**src/rtl/layer_sequencer.sv**
```systemverilog
// Layer-pass controller: clears the accumulators, streams N_INPUTS weight/input
// reads, adds bias, then handshakes with the activation stage. The activated
// vector is captured and presented downstream behind a valid/ready pair.
module layer_sequencer #(
    parameter int unsigned N_INPUTS = 64,
    parameter int unsigned ADDR_W   = 6,
    parameter int unsigned VEC_W    = 210,
    parameter int unsigned TIMEOUT  = 16
) (
    input  logic              clk,
    input  logic              rst_n,
    input  logic              start,
    output logic              busy,
    output logic              rd_en,
    output logic [ADDR_W-1:0] rd_addr,
    output logic              acc_clr,
    output logic              acc_en,
    output logic              bias_en,
    output logic              af_ready,
    input  logic              af_done,
    input  logic [VEC_W-1:0]  af_out,
    output logic [VEC_W-1:0]  out_data,
    output logic              out_valid,
    input  logic              out_ready,
    output logic              err
);

    localparam int unsigned TO_W = $clog2(TIMEOUT) + 1;
    localparam logic [ADDR_W-1:0] LAST_ADDR = ADDR_W'(N_INPUTS - 1);
    localparam logic [TO_W-1:0]   LAST_TO   = TO_W'(TIMEOUT - 1);

    typedef enum logic [2:0] {
        IDLE  = 3'd0,
        CLEAR = 3'd1,
        ACCUM = 3'd2,
        DRAIN = 3'd3,
        BIAS  = 3'd4,
        ACT   = 3'd5,
        HOLD  = 3'd6
    } state_t;

    state_t          state;
    logic [TO_W-1:0] to_cnt;

    // Pass sequencing; every output is a register updated alongside the state.
    always_ff @(posedge clk or negedge rst_n) begin
        if (!rst_n) begin
            state     <= IDLE;
            to_cnt    <= '0;
            busy      <= 1'b0;
            rd_en     <= 1'b0;
            rd_addr   <= '0;
            acc_clr   <= 1'b0;
            acc_en    <= 1'b0;
            bias_en   <= 1'b0;
            af_ready  <= 1'b0;
            out_data  <= '0;
            out_valid <= 1'b0;
            err       <= 1'b0;
        end else begin
            // Single-cycle strobes default low; accumulate trails the read by the memory latency.
            acc_clr <= 1'b0;
            bias_en <= 1'b0;
            err     <= 1'b0;
            acc_en  <= rd_en;

            case (state)
                IDLE: begin
                    if (start) begin
                        state   <= CLEAR;
                        acc_clr <= 1'b1;
                        busy    <= 1'b1;
                    end
                end
                CLEAR: begin
                    state   <= ACCUM;
                    rd_en   <= 1'b1;
                    rd_addr <= '0;
                end
                ACCUM: begin
                    if (rd_addr == LAST_ADDR) begin
                        state   <= DRAIN;
                        rd_en   <= 1'b0;
                        rd_addr <= '0;
                    end else begin
                        rd_addr <= rd_addr + ADDR_W'(1);
                    end
                end
                DRAIN: begin
                    state   <= BIAS;
                    bias_en <= 1'b1;
                end
                BIAS: begin
                    state    <= ACT;
                    af_ready <= 1'b1;
                    to_cnt   <= '0;
                end
                ACT: begin
                    if (af_done) begin
                        state     <= HOLD;
                        out_data  <= af_out;
                        out_valid <= 1'b1;
                        af_ready  <= 1'b0;
                        to_cnt    <= '0;
                    end else if (to_cnt == LAST_TO) begin
                        state    <= IDLE;
                        err      <= 1'b1;
                        af_ready <= 1'b0;
                        busy     <= 1'b0;
                        to_cnt   <= '0;
                    end else begin
                        to_cnt <= to_cnt + TO_W'(1);
                    end
                end
                HOLD: begin
                    if (out_ready) begin
                        state     <= IDLE;
                        out_valid <= 1'b0;
                        busy      <= 1'b0;
                    end
                end
                default: begin
                    state <= IDLE;
                end
            endcase
        end
    end

endmodule

```
**config.mk**
```make
export PLATFORM = sky130hd
export DESIGN_NAME = layer_sequencer
export DESIGN_NICKNAME = d
export VERILOG_FILES = /design/src/rtl/layer_sequencer.sv
export SDC_FILE = /design/constraint.sdc
export NUM_CORES = 1
export LEC_CHECK = 0
export CORE_AREA = 2 2 169 171
export CTS_CLUSTER_DIAMETER = 200
export DETAILED_ROUTE_END_ITERATION = 8
export DIE_AREA = 0 0 171 173
export PLACE_DENSITY = 0.8
export SLEW_MARGIN = 20
export SYNTH_ARGS = -nofsm -noshare
export SYNTH_HDL_FRONTEND = slang
export SYNTH_SLANG_ARGS = --single-unit
```
**constraint.sdc**
```tcl
create_clock -name clk -period 4.3 [get_ports clk]
set_input_delay 0.645 -clock clk [delete_from_list [all_inputs] [get_ports clk]]
set_output_delay 0.645 -clock clk [all_outputs]
set_load 0.005 [all_outputs]
```
==> results of run 1 <==
-- cell families after synthesis --
family          count (synthesis)
fa+ha+maj                       2
compound gates                 36
buf+inv                        31
mux                           210
simple gates                   53
flops                         232
-- state kept, by name, summed over array words and instances (netlist names) --
name and count:
bias_en 1, acc_en 1, af_ready 1, out_valid 1, acc_clr 1, busy 1
to_cnt 5, rd_en 1, err 1, rd_addr 6, state 3, out_data 210
-- cells in the mapped netlist, types with 2 or more instances --
library cell,number,area (µm²)
dfrtp_1,232,5810
mux2_4,190,2850
buf_6,21,236
mux2_2,20,225
nand2_1,16,60.1
o21ai_0,16,80.1
nor3_1,8,40.0
nand3_1,7,35.0
a21oi_1,6,30.0
nor2_1,6,22.5
buf_2,4,20.0
o31ai_1,4,30.0
a31oi_1,3,18.8
clkbuf_1,3,11.3
inv_1,3,11.3
nand2b_1,3,18.8
nor2b_1,3,18.8
and3_1,2,12.5
ha_1,2,25.0
-- how the worst max path moves through the flow --
stage	start	to	slack (ns)	cells past startpoint
global placement	af_done	out_data[28]$_DFFE_PN0P_	1.31	4
floorplan	state[2]$_DFFE_PN0P_	out_data[0]$_DFFE_PN0P_	2.73	6
CTS	state[1]$_DFFE_PN0P_	out_data[50]$_DFFE_PN0P_	1.55	4
detailed placement	af_done	out_data[102]$_DFFE_PN0P_	1.26	4
global route	state[1]$_DFFE_PN0P_	out_data[50]$_DFFE_PN0P_	1.43	4
finish	state[1]$_DFFE_PN0P_	out_data[84]$_DFFE_PN0P_	1.55	4
-- metal layers --
layer	part of all wire [%]	vias up	global-route usage, %
li1	-	2898	-
met5	0	-	0
met2	51	257	31.0
met3	7.4	54	4.44
met4	3.4	0	5.90
met1	38	3216	20.6
-- report_power, final --
group	internal (W)	switching, W
clock	0.00124	0.000861
combinational	0.000176	0.0000767
sequential	0.00218	0
total	0.00359	0.000938
-- through the flow --
step | util [%] | setup slack [ns] | area, µm²
final | 54.9 | 1.55 | 15200
after global routing | 54.9 | 1.43 | 15200
after CTS | 54.9 | 1.55 | 15200
after detailed placement | 52.0 | 1.26 | 14400
after global placement | 52.0 | 1.31 | 14400
after floorplan | - | 2.73 | 9680
-- cells in the final DEF, fill, tap and decap left out, types with 2 or more instances in the layout --
master / instances
o31ai_1: 4
clkbuf_16: 27
and3_1: 2
nor3_1: 8
a31oi_1: 3
nand2b_1: 3
clkbuf_8: 5
o21ai_0: 16
inv_1: 3
nor2b_1: 3
nand3_1: 7
buf_12: 2
ha_1: 2
buf_4: 7
clkdlybuf4s50_1: 437
nand2_1: 16
a21oi_1: 6
dfrtp_1: 232
clkbuf_1: 11
mux2_2: 20
clkinv_2: 2
nor2_1: 6
mux2_4: 190
-- final cells by class --
type | count | area share [%]
clock buffer | 43 | 5.18
clock inverter | 3 | 0.115
inverter | 3 | 0.0742
multi-input combinational | 301 | 23.7
sequential | 232 | 38.3
tap | 378 | 3.12
timing repair buffer | 447 | 29.5
==> impl_metrics.env, run 1 <==
export IMPL_outcome="completed"
export IMPL_synth_avg_cell_area_um2=17.2
export IMPL_first_pass_iters=4
export IMPL_fin_skew_ns=0.0110
export IMPL_cts_root_buf="clkbuf_16"
export IMPL_period_share_pct=64.0
export IMPL_track_usage_pct=17.5
export IMPL_layout_drive_gt1_share_pct=25.1
export IMPL_synth_edf_count=0
export IMPL_place_congestion=0.811
export IMPL_r2r_setup_slack_ns=1.55
export IMPL_cts_tree="done"
export IMPL_power_w=0.00453
export IMPL_antenna_found_initial=0
export IMPL_postRouteAntennaNets=0
export IMPL_max_freq_ghz=0.363
export IMPL_worstMarginPinSlew_ns=0.807
export IMPL_max_cap_violations=0
export IMPL_rr_startpoint="state[1]$_DFFE_PN0P_"
export IMPL_clk_pin_slew_ns=0.06
export IMPL_routed_wl_um=26800
export IMPL_cts_num_sinks=232
export IMPL_syn_nets=781
export IMPL_synthSimpleGateAreaFrac_pct=2.84
export IMPL_seq_area_frac_synth_pct=60.0
export IMPL_synthAdderAreaFrac_pct=0.259
export IMPL_via_per_inst=4.57
export IMPL_rsz0062_at_grt="false"
export IMPL_synthMuxAreaShare_pct=31.8
export IMPL_multi_input_area_mm2=0.00360
export IMPL_r2r_end="out_data[84]$_DFFE_PN0P_"
export IMPL_synthFlopType="dfrtp_1"
export IMPL_yosysWarnings=0
export IMPL_synth_xor_area_share_pct=0
export IMPL_wl_per_cell_um=19.1
export IMPL_overflow=0
export IMPL_maxSlewViolCount=0
export IMPL_fill_cells=2218
export IMPL_final_hold_viol_count=0
export IMPL_grt_pass1_wl_um=40800
export IMPL_power_density_mw_per_mm2=299
export IMPL_die_h_um=173
export IMPL_rows=61
export IMPL_htree_levels=1
export IMPL_nNetsFinal=1228
export IMPL_cp_max_fo=42
export IMPL_crit_path_top_delay_cell="buf_4"
export IMPL_syn_area_mm2=0.00968
export IMPL_dpl_hpwl_um=19500
export IMPL_final_instance_count_excl_fill=1407
export IMPL_post_cts_buffers=0
export IMPL_die_w_um=171
export IMPL_seq_area_mm2=0.00581
export IMPL_core_mm2=0.0276
export IMPL_critPathRequiredTime_ns=4.69
export IMPL_cts_resized=0
export IMPL_grt_pass1_vias=6873
export IMPL_yosysUniqueCellTypes=34
export IMPL_ctsHoldBuffers=0
export IMPL_io_buffers=438
export IMPL_vdd_ir_drop_max_uv=246
export IMPL_ctsLongestPathBuffers=3
export IMPL_vias=6425
export IMPL_synth_seq_cells=232
export IMPL_finalCriticalPeriod_ns=2.75
export IMPL_hold_ws_ns=0.160
export IMPL_end_kind="flop"
export IMPL_insertedDiodeCount=0
export IMPL_dp_cells=1361
export IMPL_cp_top_family="simple AND/OR/NAND/NOR gates"
export IMPL_cellLeakagePower_nw=7.44
export IMPL_async_reset_ff_share_pct=100
export IMPL_setup_tns_ns=0
export IMPL_area_delta_synth_final_pct=56.8
export IMPL_critPathBufInv=1
export IMPL_synth_compound_area_share_pct=2.21
export IMPL_hold_class="input pin to asynchronous set/reset pin"
export IMPL_clkLatencyLatePin_ns=0.52
export IMPL_critical_path_class="flop to flop"
export IMPL_setup_violations=0
export IMPL_drc=0
export IMPL_start_util_pct=35.0
export IMPL_syn_inst=564
export IMPL_die_area_mm2=0.0296
export IMPL_ioPinCount=439
export IMPL_worstPathArrival_ns=3.15
export IMPL_crit_chain="and2b_2, nand3_4, buf_4, mux2_4"
export IMPL_critPathMaxStageDelay_ns=0.74
export IMPL_dr_first_iter_drc_count=266
export IMPL_startpoint_type="flop"
export IMPL_reg2reg_depth=4
export IMPL_cts_buffers=26
export IMPL_synth_top_family_by_area="multiplexers"
export IMPL_relSlewSlack_pct=46.2
export IMPL_grt_max_degree=103
Power figures use the tool's default switching activity.
==> run 2: changes to the inputs <==
CORE_AREA = 2 2 173 175   (was 2 2 169 171)
DIE_AREA = 0 0 175 177   (was 0 0 171 173)
clock period = 2.2 ns   (was 4.3 ns; I/O delays follow)
==> run 2 against run 1 <==
Effect of this change:
- die area grew 4.7%
- setup slack lost 1.2 ns
- clock skew grew 0.0012 ns
- clock-buffer cell count shrank 7
- register-to-register slack lost 1.1 ns
- non-clock buffer count grew 20
- combinational power grew 100%
- total power grew 100%
- design area grew 2.3%
- critical path depth shrank 3
==> impl_metrics.env, run 2 (synthesis gave the netlist of run 1 again) <==
export IMPL_outcome="completed"
export IMPL_area_delta_synth_final_pct=60.4
export IMPL_overflow=0
export IMPL_cp_top_family="buffers and inverters"
export IMPL_first_pass_iters=5
export IMPL_nNetsFinal=1248
export IMPL_clkLatencyLatePin_ns=0.52
export IMPL_track_usage_pct=17.3
export IMPL_worstPathArrival_ns=1.57
export IMPL_ioPinCount=439
export IMPL_insertedDiodeCount=0
export IMPL_rsz0062_at_grt="false"
export IMPL_critPathRequiredTime_ns=1.87
export IMPL_cp_max_fo=7
export IMPL_start_util_pct=33.1
export IMPL_crit_path_top_delay_cell="clkdlybuf4s50_1"
export IMPL_seq_area_mm2=0.00581
export IMPL_die_h_um=177
export IMPL_r2r_setup_slack_ns=0.42
export IMPL_top_register="out_data"
export IMPL_final_hold_viol_count=0
export IMPL_cts_resized=0
export IMPL_reg2reg_depth=5
export IMPL_dr_first_iter_drc_count=225
export IMPL_die_area_mm2=0.0310
export IMPL_dpl_hpwl_um=20400
export IMPL_largest_reg_flops=210
export IMPL_largestRegisters="out_data x210, rd_addr x6, to_cnt x5"
export IMPL_cts_root_buf="clkbuf_16"
export IMPL_core_mm2=0.0292
export IMPL_vias=6569
export IMPL_period_share_pct=86.4
export IMPL_setup_violations=0
export IMPL_fill_cells=2375
export IMPL_place_congestion=0.832
export IMPL_setup_tns_ns=0
export IMPL_htree_levels=1
export IMPL_wl_met1_um=11100
export IMPL_end_kind="primary output"
export IMPL_cts_tree="done"
export IMPL_layout_drive_gt1_share_pct=27.1
export IMPL_maxSlewViolCount=0
export IMPL_mostFrequentLayoutCells="437 x clkdlybuf4s50_1, 232 x dfrtp_1, 190 x mux2_4"
export IMPL_power_density_mw_per_mm2=592
export IMPL_drc=0
export IMPL_routed_wl_um=27500
export IMPL_grt_max_degree=61
export IMPL_finalCriticalPeriod_ns=1.90
export IMPL_met2_length_um=14000
export IMPL_die_w_um=175
export IMPL_post_cts_buffers=0
export IMPL_grt_pass1_vias=7150
export IMPL_critical_path_class="flop to primary output"
export IMPL_fin_skew_ns=0.0122
export IMPL_cp_num_cells=1
export IMPL_io_buffers=438
export IMPL_antenna_found_initial=0
export IMPL_cts_buffers=26
export IMPL_top_layer="met4"
export IMPL_cellLeakagePower_nw=7.63
export IMPL_clk_pin_slew_ns=0.06
export IMPL_post_route_util_pct=53.1
export IMPL_max_cap_violations=0
export IMPL_startpoint_type="flop"
export IMPL_wl_met3_um=1680
export IMPL_cts_num_sinks=232
export IMPL_ctsLongestPathBuffers=3
export IMPL_max_freq_ghz=0.526
export IMPL_postRouteAntennaNets=0
export IMPL_ctsHoldBuffers=1
export IMPL_layout_commonest_cell="clkdlybuf4s50_1"
export IMPL_grt_pass1_wl_um=42200
export IMPL_wl_per_cell_um=19.2
export IMPL_critPathBufInv=1
export IMPL_multi_input_area_mm2=0.00360
export IMPL_rows=63
export IMPL_via_per_inst=4.57
export IMPL_vdd_ir_drop_max_uv=508
export IMPL_relSlewSlack_pct=66.9
export IMPL_hold_class="input pin to asynchronous set/reset pin"
export IMPL_critPathMaxStageDelay_ns=0.57
export IMPL_crit_chain="clkdlybuf4s50_1"
export IMPL_worstMarginPinSlew_ns=0.497
-- run 2: changes by cell type in the layout (fill, tap and decap cells not counted), sizes merged --
cell,previous run,this run
clkinv,2,5
clkbuf,43,36
dlygate4sd3,0,1
buf,10,29
bufinv,0,2
-- run 2: cell type report --
class	instances	share of cell area [%]
tap	390	3.14
inverter	3	0.0725
multi-input combinational	301	23.2
clock inverter	8	0.596
sequential	232	37.4
timing repair buffer	467	30.6
clock buffer	36	5.02
-- run 2: power by group --
part / switching (W) / total [W] / internal, W
combinational: 0.000155 / 0.000512 / 0.000357
sequential: 0 / 0.00427 / 0.00427
clock: 0.00173 / 0.00441 / 0.00268
total: 0.00188 / 0.00919 / 0.00731
-- run 2: through the flow --
| stage | hold WS [ns] | setup slack [ns] | area, µm² | cells | total power [W] |
|---|---|---|---|---|---|
| floorplan | 0.0344 | 0.630 | 9680 | 564 | 0.00436 |
| global route | 0.373 | 0.249 | 15500 | 1437 | 0.00954 |
| detailed placement | 0.321 | 0.261 | 14600 | 1392 | 0.00486 |
| finish | 0.364 | 0.298 | 15500 | 1437 | 0.00919 |
| global placement | 0.317 | 0.298 | 14600 | 1392 | 0.00485 |
| CTS | 0.351 | 0.268 | 15500 | 1437 | 0.00933 |
-- run 2: routing by layer --
| layer | GRT usage (%) | vias to the layer above |
|---|---|---|
| met1 | 22.0 | 3297 |
| met2 | 29.6 | 286 |
| met3 | 3.52 | 52 |
| met4 | 5.66 | 0 |
| met5 | 0 | - |
| li1 | - | 2934 |
-- run 2: path summary, 6_finish.rpt --
check                                        from                  endpoint
max                        rd_addr[0]$_DFFE_PN0P_                rd_addr[0]
min                                         rst_n  out_data[76]$_DFFE_PN0P_
max reg2reg                  state[2]$_DFFE_PN0P_  out_data[16]$_DFFE_PN0P_
min reg2reg                     rd_en$_DFFE_PN0P_          acc_en$_DFF_PN0_
max in group asynchronous                   rst_n  out_data[17]$_DFFE_PN0P_
min in group clk                       af_out[48]  out_data[48]$_DFFE_PN0P_
==> run 3: changes to the inputs <==
CORE_AREA = not set   (was 2 2 173 175)
CORE_ASPECT_RATIO = 0.5   (was not set)
CORE_MARGIN = 2   (was not set)
CORE_UTILIZATION = 38   (was not set)
DIE_AREA = not set   (was 0 0 175 177)
PLACE_DENSITY = 0.88   (was 0.8)
==> run 3 against run 2 <==
Effect of this change:
- setup slack gained 0.0088 ns
- die area fell by 13%
- clock skew shrank 0.0014 ns
==> impl_metrics.env, run 3 (synthesis gave the netlist of run 1 again) <==
export IMPL_ioPinCount=439
export IMPL_critical_path_class="flop to primary output"
export IMPL_drc=0
export IMPL_track_usage_pct=20.9
export IMPL_final_hold_viol_count=0
export IMPL_core_mm2=0.0251
export IMPL_rows=41
export IMPL_htree_levels=1
export IMPL_grt_pass1_wl_um=43200
export IMPL_outcome="completed"
export IMPL_top_register="out_data"
export IMPL_grt_max_degree=79
export IMPL_critPathMaxStageDelay_ns=0.61
export IMPL_worstMarginPinSlew_ns=0.466
export IMPL_crit_path_top_delay_cell="clkdlybuf4s50_1"
export IMPL_startpoint_type="flop"
export IMPL_critPathBufInv=1
export IMPL_mostFrequentLayoutCells="437 x clkdlybuf4s50_1, 232 x dfrtp_1, 190 x mux2_4"
export IMPL_final_instance_count_excl_fill=1379
export IMPL_first_pass_iters=5
export IMPL_r2r_end="out_data[207]$_DFFE_PN0P_"
export IMPL_die_w_um=230
export IMPL_vias=6537
export IMPL_cp_top_family="buffers and inverters"
export IMPL_start_util_pct=38.6
export IMPL_end_kind="primary output"
export IMPL_reg2reg_depth=5
export IMPL_cellLeakagePower_nw=7.51
export IMPL_critPathRequiredTime_ns=1.87
export IMPL_cts_buffers=21
export IMPL_nNetsFinal=1238
export IMPL_worstPathArrival_ns=1.56
export IMPL_post_place_ws_ns=0.212
export IMPL_crit_chain="clkdlybuf4s50_1"
export IMPL_power_density_mw_per_mm2=559
export IMPL_ctsLongestPathBuffers=3
export IMPL_rr_startpoint="state[2]$_DFFE_PN0P_"
export IMPL_vdd_ir_drop_max_uv=375
export IMPL_max_cap_violations=0
export IMPL_largest_reg_flops=210
export IMPL_die_area_mm2=0.0268
export IMPL_cp_max_fo=7
export IMPL_dr_first_iter_drc_count=422
export IMPL_cts_num_sinks=232
export IMPL_fin_skew_ns=0.0109
export IMPL_period_share_pct=86.0
export IMPL_area_delta_synth_final_pct=57.4
export IMPL_clk_pin_slew_ns=0.07
export IMPL_cts_root_buf="clkbuf_16"
export IMPL_postLayoutSetupSlackWorst_ns=0.307
export IMPL_clkLatencyLatePin_ns=0.50
export IMPL_largestRegisters="out_data x210, rd_addr x6, to_cnt x5"
export IMPL_rsz0062_at_grt="false"
export IMPL_antenna_found_initial=0
export IMPL_setup_violations=0
export IMPL_wl_per_cell_um=21.4
export IMPL_postPlaceCellArea_mm2=0.0145
export IMPL_layout_commonest_cell="clkdlybuf4s50_1"
export IMPL_fill_cells=1835
export IMPL_dp_cells=1341
export IMPL_routed_wl_um=29400
export IMPL_cts_tree="done"
export IMPL_final_area_mm2=0.0152
export IMPL_cp_num_cells=1
export IMPL_io_buffers=438
export IMPL_hold_class="input pin to asynchronous set/reset pin"
export IMPL_layout_drive_gt1_share_pct=26.2
export IMPL_grt_pass1_vias=6902
export IMPL_overflow=0
export IMPL_place_congestion=0.931
export IMPL_dpl_hpwl_um=22500
export IMPL_finalCriticalPeriod_ns=1.89
export IMPL_postRouteAntennaNets=0
export IMPL_r2r_setup_slack_ns=0.50
export IMPL_insertedDiodeCount=0
export IMPL_via_per_inst=4.74
export IMPL_die_h_um=117
export IMPL_relSlewSlack_pct=69.0
export IMPL_maxSlewViolCount=0
export IMPL_cts_resized=0
export IMPL_setup_tns_ns=0
export IMPL_max_freq_ghz=0.528
run 3: cell count changes in the layout (fill, tap and decap cells not counted), sizes merged:
cell | before | now
buf | 29 | 24
clkbuf | 36 | 31
bufinv | 2 | 1
clkinv | 5 | 4
run 3: worst max-delay path by stage:
stage | end | startpoint
after floorplan | out_data[0]$_DFFE_PN0P_ | state[2]$_DFFE_PN0P_
after global placement | out_data[77]$_DFFE_PN0P_ | af_done
after detailed placement | out_data[77]$_DFFE_PN0P_ | af_done
after CTS | rd_addr[0] | rd_addr[0]$_DFFE_PN0P_
after global routing | rd_addr[0] | rd_addr[0]$_DFFE_PN0P_
final | rd_addr[0] | rd_addr[0]$_DFFE_PN0P_
run 3: timing repair:
item                       4_1_cts  5_1_grt
hold endpoints to repair        53        0
setup endpoints to repair        0        0
hold buffers                     1        0
buffers inserted                 0        0
run 3: where the power goes:
part | internal, W | leakage (nW) | switching [W] | total [W]
Sequential | 0.00426 | 3.20 | 0 | 0.00426
Clock | 0.00211 | 0.343 | 0.00163 | 0.00374
Combinational | 0.000351 | 3.97 | 0.000162 | 0.000513
run 3: per-layer routing:
layer  vias to the layer above  GRT usage (%)  part of all wire [%]
met3                        57           3.10                   2.8
met4                         0           5.32                   2.4
met2                       159           38.0                    54
met5                         -              0                     0
met1                      3408           26.7                    41
li1                       2913              -                     -
run 3: metrics by stage:
stage	utilization, %	hold slack, ns	power, W
CTS	60.7	0.340	0.00862
floorplan	-	0.0344	0.00436
global route	60.7	0.371	0.00883
detailed placement	57.9	0.296	0.00486
global placement	57.9	0.282	0.00485
finish	60.7	0.349	0.00852
run 3: area by class of cell:
type / count / area, µm² / area share, %
inverter: 3 / 11.3 / 0.0739
tap: 344 / 430 / 2.83
multi-input combinational: 301 / 3600 / 23.6
sequential: 232 / 5810 / 38.1
clock buffer: 31 / 633 / 4.16
clock inverter: 6 / 57.6 / 0.378
timing repair buffer: 462 / 4700 / 30.8
